==> config.mk <==
export PLATFORM = sky130hd
export DESIGN_NAME = regfile_wb_sequencer
export DESIGN_NICKNAME = d
export VERILOG_FILES = /design/src/rtl/mips_pkg.sv /design/src/rtl/wb_fifo.sv /design/src/rtl/regfile_wb_sequencer.sv
export SDC_FILE = /design/constraint.sdc
export NUM_CORES = 1
export LEC_CHECK = 0
export ABC_AREA = 1
export ABC_CLOCK_PERIOD_IN_PS = 3680
export CAP_MARGIN = 20
export CELL_PAD_IN_SITES_DETAIL_PLACEMENT = 0
export CELL_PAD_IN_SITES_GLOBAL_PLACEMENT = 2
export CORE_ASPECT_RATIO = 0.9
export CORE_MARGIN = 2
export CORE_UTILIZATION = 38
export CTS_BUF_LIST = sky130_fd_sc_hd__clkbuf_8
export DETAILED_ROUTE_END_ITERATION = 6
export PLACE_DENSITY_LB_ADDON = 0.1
export SYNTH_ARGS = -nofsm -noshare
export SYNTH_HDL_FRONTEND = slang
export SYNTH_HIERARCHICAL = 1
export SYNTH_SLANG_ARGS = --single-unit
==> constraint.sdc <==
create_clock -name clk -period 3.68 [get_ports clk]
set_input_delay 0.552 -clock clk [delete_from_list [all_inputs] [get_ports clk]]
set_output_delay 0.552 -clock clk [all_outputs]
set_load 0.05 [all_outputs]
==> src/rtl/mips_pkg.sv <==
// Shared register-file constants and the writeback entry type.
package mips_pkg;

  localparam int unsigned REG_AW = 5;
  localparam int unsigned REG_DW = 32;
  localparam logic [REG_AW-1:0] REG_ZERO = 5'd0;

  typedef struct packed {
    logic [REG_AW-1:0] addr;
    logic [REG_DW-1:0] data;
  } wb_entry_t;

endpackage

==> src/rtl/wb_fifo.sv <==
// Generic DEPTH-entry synchronous FIFO with registered count/full/empty.
// With WB_FORWARD_EN defined, entries are exposed oldest-first for bypass search.
module wb_fifo
  import mips_pkg::*;
#(
  parameter type         T     = wb_entry_t,
  parameter int unsigned DEPTH = 4
) (
  input  logic                   clk,
  input  logic                   rst_n,
  input  logic                   push,
  input  T                       push_entry,
  input  logic                   pop,
  output T                       head,
  output logic [$clog2(DEPTH):0] count,
  output logic                   full,
  output logic                   empty
`ifdef WB_FORWARD_EN
  ,
  output T                       slot [DEPTH],
  output logic [DEPTH-1:0]       slot_valid
`endif
);

  localparam int unsigned PW = $clog2(DEPTH);
  typedef logic [PW-1:0] ptr_t;

  T            mem [DEPTH];
  ptr_t        wr_ptr;
  ptr_t        rd_ptr;
  logic        do_push;
  logic        do_pop;
  logic [PW:0] count_next;

  assign do_push = push && !full;
  assign do_pop  = pop && !empty;
  assign head    = mem[rd_ptr];

  always_comb begin
    count_next = count;
    if (do_push && !do_pop)      count_next = count + 1'b1;
    else if (!do_push && do_pop) count_next = count - 1'b1;
  end

  // Status flags are registered from the next count so they never see a same-cycle pop.
  always_ff @(posedge clk or negedge rst_n) begin
    if (!rst_n) begin
      wr_ptr <= '0;
      rd_ptr <= '0;
      count  <= '0;
      full   <= 1'b0;
      empty  <= 1'b1;
    end else begin
      if (do_push) wr_ptr <= wr_ptr + 1'b1;
      if (do_pop)  rd_ptr <= rd_ptr + 1'b1;
      count <= count_next;
      full  <= (count_next == (PW+1)'(DEPTH));
      empty <= (count_next == '0);
    end
  end

  always_ff @(posedge clk) begin
    if (do_push) mem[wr_ptr] <= push_entry;
  end

`ifdef WB_FORWARD_EN
  always_comb begin
    for (int unsigned i = 0; i < DEPTH; i++) begin
      slot[i]       = mem[rd_ptr + ptr_t'(i)];
      slot_valid[i] = ((PW+1)'(i) < count);
    end
  end
`endif

endmodule

==> src/rtl/regfile_wb_sequencer.sv <==
// Register-file write-side front end: load/ALU arbitration, $0 filter, FIFO drain, read slots.
// Optional combinational bypass enabled by defining WB_FORWARD_EN.
module regfile_wb_sequencer
  import mips_pkg::*;
#(
  parameter int unsigned DEPTH = 4,
  parameter int unsigned AW    = 5,
  parameter int unsigned DW    = 32
) (
  input  logic                   clk,
  input  logic                   rst_n,
  input  logic                   alu_valid,
  output logic                   alu_ready,
  input  logic [AW-1:0]          alu_addr,
  input  logic [DW-1:0]          alu_data,
  input  logic                   mem_valid,
  output logic                   mem_ready,
  input  logic [AW-1:0]          mem_addr,
  input  logic [DW-1:0]          mem_data,
  input  logic                   rd_req,
  output logic                   RegWrite,
  output logic [AW-1:0]          A3,
  output logic [DW-1:0]          WD3,
  output logic [$clog2(DEPTH):0] count,
  output logic                   full,
  output logic                   empty
`ifdef WB_FORWARD_EN
  ,
  input  logic [AW-1:0]          fwd_addr1,
  input  logic [AW-1:0]          fwd_addr2,
  output logic                   fwd_hit1,
  output logic                   fwd_hit2,
  output logic [DW-1:0]          fwd_data1,
  output logic [DW-1:0]          fwd_data2
`endif
);

  typedef struct packed {
    logic [AW-1:0] addr;
    logic [DW-1:0] data;
  } entry_t;

  localparam logic [AW-1:0] ZERO_ADDR = AW'(REG_ZERO);

  logic   mem_fire;
  logic   alu_fire;
  logic   push;
  logic   pop;
  entry_t in_entry;
  entry_t head;

  assign mem_ready = !full;
  assign alu_ready = !full && !mem_valid;
  assign mem_fire  = mem_valid && mem_ready;
  assign alu_fire  = alu_valid && alu_ready;

  always_comb begin
    in_entry = mem_fire ? '{addr: mem_addr, data: mem_data} : '{addr: alu_addr, data: alu_data};
  end

  // $0 writes complete their handshake but never occupy a slot.
  assign push = (mem_fire || alu_fire) && (in_entry.addr != ZERO_ADDR);
  assign pop  = !empty && !rd_req;

`ifdef WB_FORWARD_EN
  entry_t           slot [DEPTH];
  logic [DEPTH-1:0] slot_valid;
`endif

  wb_fifo #(
    .T     (entry_t),
    .DEPTH (DEPTH)
  ) u_fifo (
    .clk        (clk),
    .rst_n      (rst_n),
    .push       (push),
    .push_entry (in_entry),
    .pop        (pop),
    .head       (head),
    .count      (count),
    .full       (full),
    .empty      (empty)
`ifdef WB_FORWARD_EN
    ,
    .slot       (slot),
    .slot_valid (slot_valid)
`endif
  );

  always_ff @(posedge clk or negedge rst_n) begin
    if (!rst_n) begin
      RegWrite <= 1'b0;
      A3       <= '0;
      WD3      <= '0;
    end else begin
      RegWrite <= pop;
      if (pop) begin
        A3  <= head.addr;
        WD3 <= head.data;
      end
    end
  end

`ifdef WB_FORWARD_EN
  logic [AW-1:0] f_addr [2];
  logic          f_hit  [2];
  logic [DW-1:0] f_data [2];

  assign f_addr[0] = fwd_addr1;
  assign f_addr[1] = fwd_addr2;

  // Output register is older than every FIFO entry; later matches overwrite earlier ones.
  always_comb begin
    for (int unsigned p = 0; p < 2; p++) begin
      f_hit[p]  = 1'b0;
      f_data[p] = '0;
      if (RegWrite && (A3 == f_addr[p])) begin
        f_hit[p]  = 1'b1;
        f_data[p] = WD3;
      end
      for (int unsigned i = 0; i < DEPTH; i++) begin
        if (slot_valid[i] && (slot[i].addr == f_addr[p])) begin
          f_hit[p]  = 1'b1;
          f_data[p] = slot[i].data;
        end
      end
      if (f_addr[p] == ZERO_ADDR) begin
        f_hit[p]  = 1'b0;
        f_data[p] = '0;
      end
    end
  end

  assign fwd_hit1  = f_hit[0];
  assign fwd_hit2  = f_hit[1];
  assign fwd_data1 = f_data[0];
  assign fwd_data2 = f_data[1];
`endif

endmodule

; Yosys cells after proc, flatten, opt, wreduce, memory -nomap -nowiden
; Memory sizes are Yosys's and may differ from the RTL's. A register that Yosys moved wholly into a read port is not among the register bits.
; Index checks and enable logic that the tools add are counted.
[totals]
ramBits = 148
in_bits = 79
regBits = 10
word_cells = 36
mem_count = 1
[mem_list]
columns = name, depth, width, rd, rd_clocked_by_memory_dff, wr, line
row1 = u_fifo.mem, 4, 37, 1, 1, 1, wb_fifo.sv:28  ; T mem [DEPTH];
[op_classes]
mux = 5
n_addsub = 4
reduce_logical = 19
eq_ne = 1
[ops]
columns = op, n
row1 = $mux 37, 1
row2 = $logic_and 1x1->1, 9
row3 = $logic_not 1->1, 7
row4 = $mux 3, 2
row5 = $reduce_bool 5->1, 1
row6 = $add 2x1->2 const B, 2
row7 = $add 3x1->3 const B, 1
row8 = $eq 3x3->1 const B, 1
row9 = $logic_not 3->1, 1
row10 = $sub 3x1->3 const B, 1
row11 = $mux 1, 2
row12 = $logic_or 1x1->1, 1

; Depth between registers and ports, before layout
; Gate-level depths: netlist of run 1.
[depth]
ltp_word = 11
ltp_mapped = 17
ltp_nobuf = 16

; Cells and area by module
; The synthesis of run 1 kept the hierarchy.
[modules_own_cells]
columns = module, area_per_inst_um2, seq_area_each_um2, cells_each, instances
row1 = wb_fifo, 6092.1, 4670.7, 442, 1
row2 = regfile_wb_sequencer, 1961.9, 950.9, 149, 1

; Worst setup path after synthesis of run 1
; OpenSTA, ideal clock, no wires.
[synth_path]
kind = flip-flop to flip-flop
from = reg u_fifo.full
to = mem u_fifo/mem[0][0] (netlist bit) (enable)
synth_period_minus_slack_ps = 3843
stages_incl_launch_ff = 10
arrival_time_ps = 3412
slack_ps = -163
setup_time_ps = 431
path_buffers = 1
path_cell_list = dfrtp_1 -> inv_2 -> nand2_1 -> buf_6 -> o21ai_0 -> nand2_1 -> nor2_1 -> nor2_1 -> nand2_4 -> nor2_1
[synth_between]
elab_chain_cells = 8
word_cells_on_any_way = 11
[synth_lines]
columns = element, line
row1 = "start, declared", wb_fifo.sv:16  ; output logic full,
row2 = "start signal, assigned", wb_fifo.sv:57  ; full <= (count_next == (PW+1)'(DEPTH));
row3 = $logic_not 1->1 *, regfile_wb_sequencer.sv:52  ; assign mem_ready = !full;
row4 = via mem_ready, regfile_wb_sequencer.sv:17  ; output logic mem_ready,
row5 = "$logic_and 1x1->1, on equally long branches", "regfile_wb_sequencer.sv:54, regfile_wb_sequencer.sv:53"
row6 = $mux 37 or $logic_and 1x1->1 (tied branches), "regfile_wb_sequencer.sv:58, regfile_wb_sequencer.sv:55"
row7 = $reduce_bool 5->1 or $logic_or 1x1->1 (tied branches), regfile_wb_sequencer.sv:62  ; assign push = (mem_fire || alu_fire) && (in_entry.addr != ZERO_ADDR);
row8 = $logic_and 1x1->1 *, regfile_wb_sequencer.sv:62
row9 = via push, regfile_wb_sequencer.sv:47  ; logic push;
row10 = $logic_and 1x1->1 *, wb_fifo.sv:35  ; assign do_push = push && !full;
row11 = $mux 1 *, wb_fifo.sv:63  ; if (do_push) mem[wr_ptr] <= push_entry;
row12 = $mux 1 (not written as such) *, wb_fifo.sv:63
row13 = "end, declared", wb_fifo.sv:28
; The timed path passes the listed nets; every way through them passes the cells marked *.

; Final worst setup path of run 1
[layout_path]
from = in mem_valid
to = out alu_ready
[layout_between]
elab_chain_cells = 2
[layout_lines]
columns = element, line
row1 = "start, declared", regfile_wb_sequencer.sv:16  ; input logic mem_valid,
row2 = $logic_not 1->1, regfile_wb_sequencer.sv:53  ; assign alu_ready = !full && !mem_valid;
row3 = $logic_and 1x1->1, regfile_wb_sequencer.sv:53
row4 = "end, declared", regfile_wb_sequencer.sv:13  ; output logic alu_ready,
; No other way between the ends.

==> results by group, run 1 <==
Status
  • Outcome: finished clean

Finish
  • Share of layout cells above drive strength 1: 18.8%
  • Layout area overhead: 23.6%
  • Fillers: 1,876
  • Multi-input gate area: 2130 sq um
  • Antenna cells: 0
  • # nets final: 801
  • FF/Latch Area: 5620 sq um

Clock tree
  • CTS Root Cell: clkbuf_8
  • CTS tree: yes
  • Clk_lat worst skew: 0.46 ns
  • CTS max path bufs: 2
  • Num CTS Buffers: 17
  • CTS resizes: 0
  • Post-CTS setup buffer count: 0
  • H-tree Lvls: 4
  • CTS Sinks: 195
  • Clock Pin Slew Worst Setup and Hold Paths: 0.11 ns
  • # hold bufs at CTS: 0

Floorplan
  • Die area: 22,400 sq um
  • Initial Util: 38.8%
  • Io pins: 124
  • Chip height: 142 um
  • Die Width: 157 um
  • CORE AREA: 20,800 sq um
  • Site row count: 50

STA
  • Final hold slack: 0.0532 ns
  • Worst setup margin: 1.13 ns
  • Worst-Margin Slew: 0.999 ns
  • Worst Skew: 0.0198 ns
  • Fin. max-slew vios: 0
  • Final hold vios: 0
  • Final setup fails: 0
  • F_max: 392 MHz
  • Period minus WS final: 2.55 ns
  • RSZ-0062 raised after global routing: no
  • Tcrit/Tclk final: 69.3%
  • Slew HR: 33.3%

Yosys
  • Avg Cell Area, Syn: 13.6 sq um
  • Most instantiated cells after synthesis: edfxtp_1, nor2_1, o21ai_0
  • Synth area leader: edfxtp_1
  • Cells after synthesis: 591
  • Syn Std Cell Area: 8050 sq um
  • Sequential share of the synthesized area: 69.8%
  • Ys Warns: 6
  • Yosys reg bits: 195
  • Largest cells by area after synthesis: edfxtp_1, dfrtp_1, mux2_2, o21ai_0, nor2_1
  • Share of the synthesized area in the top cell type: 55.2%
  • Post-synthesis net count: 676
  • Top FF cell, synth: edfxtp_1
  • Number of flops mapped to enable cells by yosys: 148
  • Most instantiated library cell after synthesis: edfxtp_1
  • Post-synth cell types: 25
  • FFs w/ async S/R, synth: 24.1%

Worst setup path
  • Startpoint Class: input pin
  • CP peak stage delay: 0.81 ns
  • CP Capture Type: primary output
  • Crit-path cells: clkdlybuf4s50_1 -> nor2_1 -> clkdlybuf4s50_1
  • CP max stage cell: clkdlybuf4s50_1
  • Worst Setup Path Type: in -> out
  • Max FO, Critical Path: 6
  • CP required: 3.13 ns
  • CP arrival: 2.00 ns
  • CP most frequent cell: clkdlybuf4s50_1

Route
  • WL/cell: 16.5 um
  • Via density: 4.86
  • Via count: 4,931
  • DRC Markers: 0
  • Final wirelength: 16,800 um
  • Antenna-violating nets left: 0
  • First-pass iteration count of the detailed router: 4
  • DR iter-0 viols: 233

Global route
  • GRT Total Usage: 15.7%
  • First-pass GRT wire length: 26,500 um
  • Largest net degree at the start of global routing: 76
  • Grt total ovfl: 0
  • Vias in the first global route: 5,059
  • Initial antenna violation count: 0

Run
  • Max-Cap Viols: 0

Place
  • DP HPWL: 10,600 um
  • Pre-CTS setup slack: 0.826 ns
  • Routability-driven placement congestion ratio: 0.739
  • IO buf count: 123

Worst hold path
  • Worst hold path class: in -> async

Power
  • Maximum VDD drop: 454 uV
  • P_leak: 3.63 nW
  • Pwr Density: 873 nW/um^2
==> final timing paths <==
check                                 start               end  slack [ns]  depth (start not counted)
worst max-delay path              mem_valid         alu_ready        1.13                          3
worst min-delay path                  rst_n            WD3[3]        0.05                          1
worst min register to register      WD3[10]           WD3[10]        0.51                          1
min in group clk                    WD3[10]           WD3[10]        0.51                          1
max in group asynchronous             rst_n      u_fifo/empty        2.78                          2
worst max register to register  u_fifo/full  u_fifo/mem[1][5]        1.41                         10
==> per-layer routing <==
| metal | wire, um | vias up | GRT usage, % |
|---|---|---|---|
| met3 | 675 | 9 | 3.65 |
| met1 | 7610 | 2451 | 19.9 |
| met2 | 8390 | 104 | 27.1 |
| met5 | 0 | - | 0 |
| li1 | - | 2367 | - |
| met4 | 123 | 0 | 4.02 |
==> cells in the final DEF (no fill, tap or decap), types with 12 or more instances in the layout <==
cell type / n
mux2_2: 59
nand2_1: 33
clkdlybuf4s50_1: 122
nor2_1: 82
o22ai_1: 37
buf_4: 15
edfxtp_1: 148
o21ai_0: 67
o21ai_1: 12
clkbuf_8: 18
dfrtp_1: 45
inv_1: 28
==> logic make-up after synthesis <==
| family | count (synthesis) | share of synthesized area, % |
|---|---|---|
| multiplexers | 69 | 10.1 |
| buffers and inverters | 66 | 4.21 |
| adder cells (fa/ha/maj) | 6 | 0.932 |
| flip-flops | 195 | 69.8 |
| XOR/XNOR | 3 | 0.326 |
| AND/OR/NAND/NOR | 136 | 6.84 |
| AO/OA/AOI/OAI | 116 | 7.78 |
==> metrics by stage <==
step | power [mW] | cell area [sq um] | TNS (ns) | instances | util, %
2_1_floorplan | 6.25 | 8050 | -24.09 | 591 | -
3_3_place_gp | 7.44 | 9580 | 0 | 983 | 46.1
3_5_place_dp | 7.52 | 9580 | 0 | 983 | 46.1
4_1_cts | 8.82 | 9950 | 0 | 1015 | 47.9
5_1_grt | 9.27 | 9950 | 0 | 1015 | 47.9
6_report | 8.69 | 9950 | 0 | 1015 | 47.9
==> state kept, by name, summed over array words and instances, names as in the netlist <==
name	flops
A3	5
RegWrite	1
WD3	32
u_fifo/count	3
u_fifo/empty	1
u_fifo/full	1
u_fifo/mem	148
u_fifo/rd_ptr	2
u_fifo/wr_ptr	2
==> where the power goes <==
part | switching (mW) | internal [mW]
registers | 0.230 | 3.26
logic | 2.59 | 1.31
clock network | 0.784 | 0.511
total | 3.61 | 5.09
==> worst max-delay path: cells and delay by family <==
kind	cells	cell delay [ns]
simple gates	1	0.13
buf+inv	2	1.32
==> final cells by class <==
type                            instances  share of cell area [%]
Inverter                               34                    1.28
Sequential cell                       195                    56.5
Timing Repair Buffer                  138                    13.4
Clock buffer                           18                    2.49
Tap cell                              286                    3.59
Clock inverter                         14                    1.27
Multi-Input combinational cell        330                    21.4
Note: power is estimated with default switching activity, not from simulation.
==> run 2: changes to the inputs <==
--- a/config.mk
+++ b/config.mk
@@ -6,13 +6,13 @@
 export NUM_CORES = 1
 export LEC_CHECK = 0
 export ABC_AREA = 1
-export ABC_CLOCK_PERIOD_IN_PS = 3680
+export ABC_CLOCK_PERIOD_IN_PS = 2300
 export CAP_MARGIN = 20
 export CELL_PAD_IN_SITES_DETAIL_PLACEMENT = 0
 export CELL_PAD_IN_SITES_GLOBAL_PLACEMENT = 2
 export CORE_ASPECT_RATIO = 0.9
 export CORE_MARGIN = 2
-export CORE_UTILIZATION = 38
+export CORE_UTILIZATION = 35
 export CTS_BUF_LIST = sky130_fd_sc_hd__clkbuf_8
 export DETAILED_ROUTE_END_ITERATION = 6
 export PLACE_DENSITY_LB_ADDON = 0.1
==> constraint.sdc (replaced) <==
create_clock -name clk -period 2.3 [get_ports clk]
set_input_delay 0.345 -clock clk [delete_from_list [all_inputs] [get_ports clk]]
set_output_delay 0.345 -clock clk [all_outputs]
set_load 0.05 [all_outputs]
==> run 2 against run 1 <==
Net effect: register-to-register slack worse by 1.2 ns; global-route usage is 0.086 points higher; routed wire length is 9.2% higher; critical endpoint is now empty; largest cell class unchanged; largest power group unchanged.
==> results by group, run 2 (synthesis results as in run 1) <==
Clock tree
  • CTS Sinks: 195 (unchanged)
  • H-tree Lvls: 4 (unchanged)
  • CTS tree: yes
  • CTS max path bufs: 2 (unchanged)
  • Post-CTS setup buffer count: 0 (unchanged)
  • Num CTS Buffers: 17 (unchanged)
  • CTS Root Cell: clkbuf_8
  • Clk_lat worst skew: 0.47 ns (about the same)
  • Clock Pin Slew Worst Setup and Hold Paths: 0.12 ns (about the same)

Finish
  • Most common cell after layout, fill and taps aside: edfxtp_1
  • Share of layout cells above drive strength 1: 20.9% (+2.1 points)
  • Most frequent cells in the layout: edfxtp_1, clkdlybuf4s50_1, nor2_1
  • Final design utilization: 45.2% (-2.7 points)
  • Fillers: 2,083 (+11%)
  • Layout area overhead: 26.4%
  • # nets final: 814 (+1.6%)
  • Max FFs per register: 148 (unchanged)
  • Most flops, register: u_fifo/mem
  • Biggest regs: u_fifo/mem: 148 flops, WD3: 32 flops, A3: 5 flops
  • Fin area: 10,200 sq um (+2.3%)
  • Antenna cells: 0 (unchanged)

STA
  • Final setup fails: 0 (unchanged)
  • Worst setup margin: 0.0923 ns (-1.04 ns)
  • Slew HR: 58.6% (+25 points)
  • Final hold vios: 0 (unchanged)
  • RSZ-0062 raised after global routing: no
  • Tcrit/Tclk final: 96.0%
  • Worst Skew: 0.0232 ns (+0.00335 ns)
  • F_max: 453 MHz
  • Final hold slack: 0.432 ns (+0.379 ns)
  • Period minus WS final: 2.21 ns
  • Worst-Margin Slew: 0.622 ns (-0.378 ns)
  • Fin. max-slew vios: 0 (unchanged)

Global route
  • Initial antenna violation count: 0 (unchanged)
  • Largest net degree at the start of global routing: 44 (-42%)
  • Vias in the first global route: 5,103 (+0.87%)
  • Grt total ovfl: 0 (unchanged)
  • GRT Total Usage: 15.8% (+0.086 points)
  • First-pass GRT wire length: 28,800 um (+8.4%)

Worst setup path
  • Crit-path cells: clkdlybuf4s50_1
  • Buf/Inv on CP: 1 (-1)
  • Worst Setup Path Type: reg -> out
  • CP Capture Type: primary output
  • Startpoint Class: flop
  • RR Startpoint: u_fifo/full
  • CP arrival: 1.86 ns (-0.14 ns)
  • CP peak stage delay: 0.82 ns (about the same)
  • R2R depth: 10 (unchanged)
  • CP required: 1.96 ns (-1.17 ns)
  • Reg-to-reg slack, setup: 0.18 ns (-1.23 ns)
  • CP max stage cell: clkdlybuf4s50_1
  • Reg-to-reg critical path endpoint: u_fifo/mem[0][36]
  • Max FO, Critical Path: 4 (-2)
  • Top delay family on crit path: buffers and inverters

Floorplan
  • CORE AREA: 22,500 sq um (+8.4%)
  • Die Width: 164 um (+4.1%)
  • Io pins: 124 (unchanged)
  • Site row count: 52 (+4.0%)
  • Chip height: 148 um (+4.1%)
  • Initial Util: 35.8% (-3.0 points)
  • Die area: 24,200 sq um (+8.3%)

Power
  • P_leak: 3.73 nW (+2.6%)
  • Tot Pwr: 14.4 mW (+65%)
  • Maximum VDD drop: 724 uV (+59%)
  • Pwr Density: 1410 nW/um^2 (+62%)

Route
  • WL/cell: 17.7 um (+6.7%)
  • First-pass iteration count of the detailed router: 4 (unchanged)
  • Via count: 4,959 (+0.57%)
  • DR iter-0 viols: 325 (+39%)
  • Antenna-violating nets left: 0 (unchanged)
  • Final wirelength: 18,300 um (+9.2%)
  • Via density: 4.77 (-1.8%)
  • DRC Markers: 0 (unchanged)

Place
  • DP HPWL: 12,500 um (+18%)
  • Placed Area: 9780 sq um (+2.1%)
  • Routability-driven placement congestion ratio: 0.725 (-1.9%)
  • IO buf count: 123 (unchanged)
  • Pre-CTS setup slack: -0.143 ns (-0.968 ns)

Status
  • Outcome: finished clean

Worst hold path
  • Worst hold path class: in -> async

Run
  • Max-Cap Viols: 0 (unchanged)
-- run 2: stage by stage --
step                      setup TNS [ns]  instances
after global routing                   0       1039
after floorplan                   -18.27        591
after CTS                              0       1039
after global placement            -12.63       1006
final                                  0       1039
after detailed placement          -13.15       1006
-- run 2: power breakdown --
| part | switching (mW) | internal [mW] | leakage (nW) |
|---|---|---|---|
| Clock | 1.31 | 0.910 | 0.201 |
| Sequential | 0.474 | 5.22 | 1.92 |
| Combinational | 4.16 | 2.30 | 1.61 |
| Total | 5.95 | 8.43 | 3.73 |
-- run 2: metal layers --
layer | vias up | global-route usage [%] | routed length (um)
li1 | 2399 | - | -
met1 | 2442 | 21.7 | 8730
met2 | 104 | 25.5 | 8840
met3 | 14 | 2.75 | 597
met4 | 0 | 4.74 | 176
met5 | - | 0 | 0
-- run 2: final cells by class --
type / count / area [sq um] / share of cell area (%)
flip-flops and latches: 195 / 5630 / 55.3
multi-input cells: 330 / 2140 / 21.0
repair buffers: 151 / 1510 / 14.8
well taps: 297 / 372 / 3.65
clock buffers: 17 / 234 / 2.30
clock inverters: 15 / 163 / 1.60
inverters: 34 / 135 / 1.33
-- run 2: timing repair --
item | CTS | global route
endpoints found under the hold margin | 20 | 0
endpoints found under the setup margin | 1 | 0
hold buffers | 1 | 0
resized for setup | 1 | 0
-- run 2: worst max path at each step --
stage	start	to	slack [ns]	cells after the start
6_report	u_fifo/empty	empty	0.09	1
4_1_cts	u_fifo/empty	empty	0.04	1
2_1_floorplan	u_fifo/full	u_fifo/mem[0][0]	-0.14	10
3_5_place_dp	mem_valid	u_fifo/mem[0][1]	-0.14	10
5_1_grt	u_fifo/empty	empty	0.03	1
3_3_place_gp	mem_valid	u_fifo/mem[0][35]	-0.13	10
